===== src/rtl/crpa_args_packer.sv =====
// Serial-to-parallel argument packer for the CRPA adder tree: gathers N_args
// samples from one lane-multiplexed stream into a zero-padded wide word.
module crpa_args_packer #(
  parameter  int N_args    = 4,
  parameter  int arg_width = 14,
  localparam int NS2       = 2 ** $clog2(N_args),
  localparam int LW        = $clog2(N_args) + 1
) (
  input  logic                     clk,
  input  logic                     reset,
  input  logic [arg_width-1:0]     din,
  input  logic                     din_valid,
  input  logic                     din_first,
  output logic [NS2*arg_width-1:0] args_out,
  output logic                     we,
  output logic [LW-1:0]            lane_idx,
  output logic                     err_sync,
  output logic [15:0]              err_cnt
);

  localparam logic [LW-1:0] LAST = LW'(N_args - 1);

  logic [arg_width-1:0]     shadow [N_args];
  logic [NS2*arg_width-1:0] frame;
  logic                     resync;

  assign resync = din_valid && din_first && (lane_idx != '0);

  // The lane being written this cycle takes din directly, so a completing
  // frame can be emitted on the same edge that accepts its last sample.
  always_comb begin
    frame = '0;
    for (int unsigned k = 0; k < N_args; k++) begin
      frame[k*arg_width +: arg_width] = (lane_idx == LW'(k)) ? din : shadow[k];
    end
  end

  always_ff @(posedge clk) begin
    if (!reset) begin
      for (int unsigned k = 0; k < N_args; k++) begin
        shadow[k] <= '0;
      end
      args_out <= '0;
      we       <= 1'b0;
      lane_idx <= '0;
      err_sync <= 1'b0;
      err_cnt  <= '0;
    end else begin
      we       <= 1'b0;
      err_sync <= 1'b0;
      if (din_valid) begin
        if (resync) begin
          // Partial frame is abandoned; din restarts the frame at lane 0.
          shadow[0] <= din;
          err_sync  <= 1'b1;
          if (err_cnt != '1) begin
            err_cnt <= err_cnt + 16'd1;
          end
          lane_idx <= LW'(1);
        end else begin
          for (int unsigned k = 0; k < N_args; k++) begin
            if (lane_idx == LW'(k)) begin
              shadow[k] <= din;
            end
          end
          if (lane_idx == LAST) begin
            args_out <= frame;
            we       <= 1'b1;
            lane_idx <= '0;
          end else begin
            lane_idx <= lane_idx + LW'(1);
          end
        end
      end
    end
  end

endmodule


===== config.mk =====
export PLATFORM = sky130hd
export DESIGN_NAME = crpa_args_packer
export DESIGN_NICKNAME = d
export VERILOG_FILES = /design/src/rtl/crpa_args_packer.sv
export SDC_FILE = /design/constraint.sdc
export NUM_CORES = 1
export LEC_CHECK = 0
export ABC_AREA = 1
export CORE_MARGIN = 8
export CORE_UTILIZATION = 55
export DETAILED_ROUTE_END_ITERATION = 10
export HOLD_SLACK_MARGIN = 0.05
export PLACE_DENSITY = 0.81
export SYNTH_ARGS = -nofsm -noshare
export SYNTH_HDL_FRONTEND = slang
export SYNTH_SLANG_ARGS = --single-unit

===== constraint.sdc =====
create_clock -name clk -period 4.5 [get_ports clk]
set_input_delay 0.45 -clock clk [delete_from_list [all_inputs] [get_ports clk]]
set_output_delay 0.45 -clock clk [all_outputs]
set_load 0.02 [all_outputs]

==> impl_metrics.yaml <==
status:
  outcome: "complete, no violations"
route:
  via_per_inst: 5.44
  drc: 0
  final_antenna_net_count: 0
  wl_per_cell_um: 16.1
  dr.pass1.iters: 5
  vias: 4102
  wirelength_mm: 12.1
  drt_iter0_drc: 359
placed_design:
  port_buffers: 94
  place.gp.congestion: 0.906
  pre_cts_ws_ps: 1520
  dpl.hpwl_mm: 7.92
pwr:
  cellPowerDensity_nw_per_um2: 419
  ir_worst_vdd_mv: 0.392
  p_leak_nw: 2.25
timing:
  period_needed_ps: 2880
  tightest_slew_ps: 1060
  max_freq_ghz: 0.347
  rsz0062_at_grt: "no"
  slew_headroom_pct: 29.3
  setup_tns_ps: 0
  finalCritPeriodShare_pct: 63.9
  setup_viol: 0
  finalHoldViolations: 0
  fin_ws_ps: 1620
  slew_violations: 0
  finalClockSkew_ps: 13.4
synth:
  synthTopCellsByArea: "dfxtp_1, edfxtp_1, nand2_1"
  synthDistinctLibCells: 25
  synth_common_cells: "nand2_1, nor2_1, dfxtp_1"
  ys_seq_area_share_pct: 59.3
  syn-cell-area_sq_um: 4720
  synth_edf_count: 42
  synth_top_area_share_pct: 32.6
  synthCells: 545
  synth_area_per_cell_sq_um: 8.67
  ys_ff_latch: 119
  synth_most_common_cell: "nand2_1"
  synthArstFlopShare_pct: 0
  synth_nets: 568
  synth_warnings: 0
  synth_area_leader_cell: "dfxtp_1"
  ys.flop_type: "dfxtp_1"
die:
  die_h_um: 109
  start_util_pct: 55.5
  ios: 95
  fp.dieW_um: 109
  core-area_sq_um: 8510
  fp-row-count: 34
  dieArea_sq_um: 11800
global_route:
  use_met3_pct: 7.62
  gr-usage-met1_pct: 26.1
  first_global_vias: 3793
  antenna_found_initial: 0
  grt_busiest_layer: "met2"
  grt_max_degree: 65
  grt_use_total_pct: 21.0
  grt_pass1_wl_mm: 19.1
  grtUsageMet2_pct: 33.3
  overflow: 0
hold_path:
  whs_endpoint: "args_out[39]"
  hp-start: "args_out[39]"
  holdPathStages: 2
  hp-class: "flop to flop"
worst_setup_path:
  path_max_fanout: 15
  arrival_ps: 2950
  critPathRequiredTime_ps: 4570
  end_kind: "flop"
  rr_worst_depth: 6
  r2r_setup_slack_ps: 1620
  cp-start-kind: "flop"
  r2r-end: "shadow[0][9]"
  worstSetupPathType: "flop to flop"
  r2r-start: "lane_idx[0]"
layout:
  area_delta_synth_final_pct: 33.3
  nets: 656
  diodes: 0
  drive_gt1_share_pct: 6.66
clocking:
  clockBufferDepth: 2
  cts_tree: "done"
  postCtsSetupRepairBufs: 0
  htreeDepth: 4
  clk_latency_ps: 510
  cts_buffers: 17
  post_cts_resized: 0
  cts_hold_buf: 0
  clk_pin_slew_ps: 60
  cts.sinks: 119
  cts_root_buffer: "clkbuf_8"
job:
  cap_violations: 0
[worst max path at each step]
| stage | from | end | slack, ps | cells past startpoint |
|---|---|---|---|---|
| finish | lane_idx[0] | shadow[0][9] | 1620 | 6 |
| CTS | lane_idx[0] | shadow[0][7] | 1650 | 6 |
| global placement | din_valid | shadow[0][10] | 1620 | 5 |
| floorplan | lane_idx[0] | shadow[0][0] | 2380 | 6 |
| global route | lane_idx[0] | shadow[0][5] | 1420 | 6 |
| detailed placement | din_valid | shadow[0][8] | 1520 | 5 |
[final cells by class]
| cell class | instances | area (sq um) |
|---|---|---|
| flip-flops and latches | 119 | 2800 |
| fillers | 618 | 2210 |
| multi-input cells | 363 | 1650 |
| repair buffers | 99 | 978 |
| clock buffers | 22 | 485 |
| well taps | 108 | 135 |
| inverters | 33 | 124 |
| clock inverters | 10 | 116 |
[cell families after synthesis]
logic type	after synthesis	synth area share [%]
xor gates and xnor gates	2	0.371
buffers and inverters	63	5.83
adders and majority gates	5	1.32
and+or+nand+nor	279	24.6
DFF	119	59.3
AOI/OAI and AO/OA	77	8.56
[where the power goes]
group	switching, W	leakage, nW	internal, W	total (W)
registers	0.0000146	1.06	0.00115	0.00116
logic	0.0000884	0.913	0.0000411	0.000129
clock network	0.000475	0.280	0.000868	0.00134
[metrics by stage]
step	cell area [sq um]	hold WS, ps	cells	total power (W)	util [%]
finish	6290	458	754	0.00264	74.0
global route	6290	480	754	0.00271	74.0
CTS	6290	461	754	0.00265	74.0
detailed placement	5690	453	722	0.00131	66.9
global placement	5690	448	722	0.00131	66.9
floorplan	4720	519	545	0.00126	-
[cell usage in the layout (no fill, tap or decap), types with 2 or more instances in the layout]
master and n:
a21oi_1 67, buf_4 5, bufinv_16 2, clkbuf_1 2, clkbuf_16 18, clkbuf_8 2, clkdlybuf4s50_1 94, clkinv_2 2
clkinvlp_4 5, dfxtp_1 77, edfxtp_1 42, ha_1 5, inv_1 30, inv_2 3, nand2_1 112, nand3_1 69
nand3b_1 2, nand4_1 3, nor2_1 89, nor2_2 2, nor2_4 2, o21ai_0 4, o21ai_1 2, xor2_1 2
[worst max-delay path: stages, from the launching register on]
cell	delay (ps)
dfxtp_1	450
inv_1	110
ha_1	260
nand2_1	110
nor2_1	40
o21ai_1	810
nand2_1	660
[routing by layer]
layer	part of all wire, %	vias to the layer above	routed length (um)
li1	-	1984	-
met3	9.0	20	1090
met5	0	-	0
met4	1.3	0	159
met2	48	173	5800
met1	42	1925	5090
[flip-flops by register name, summed over array words and instances, names as in the netlist]
| signal | cells |
|---|---|
| args_out | 56 |
| we | 1 |
| err_sync | 1 |
| lane_idx | 3 |
| err_cnt | 16 |
| shadow | 42 |
(Power assumes the default switching activity.)
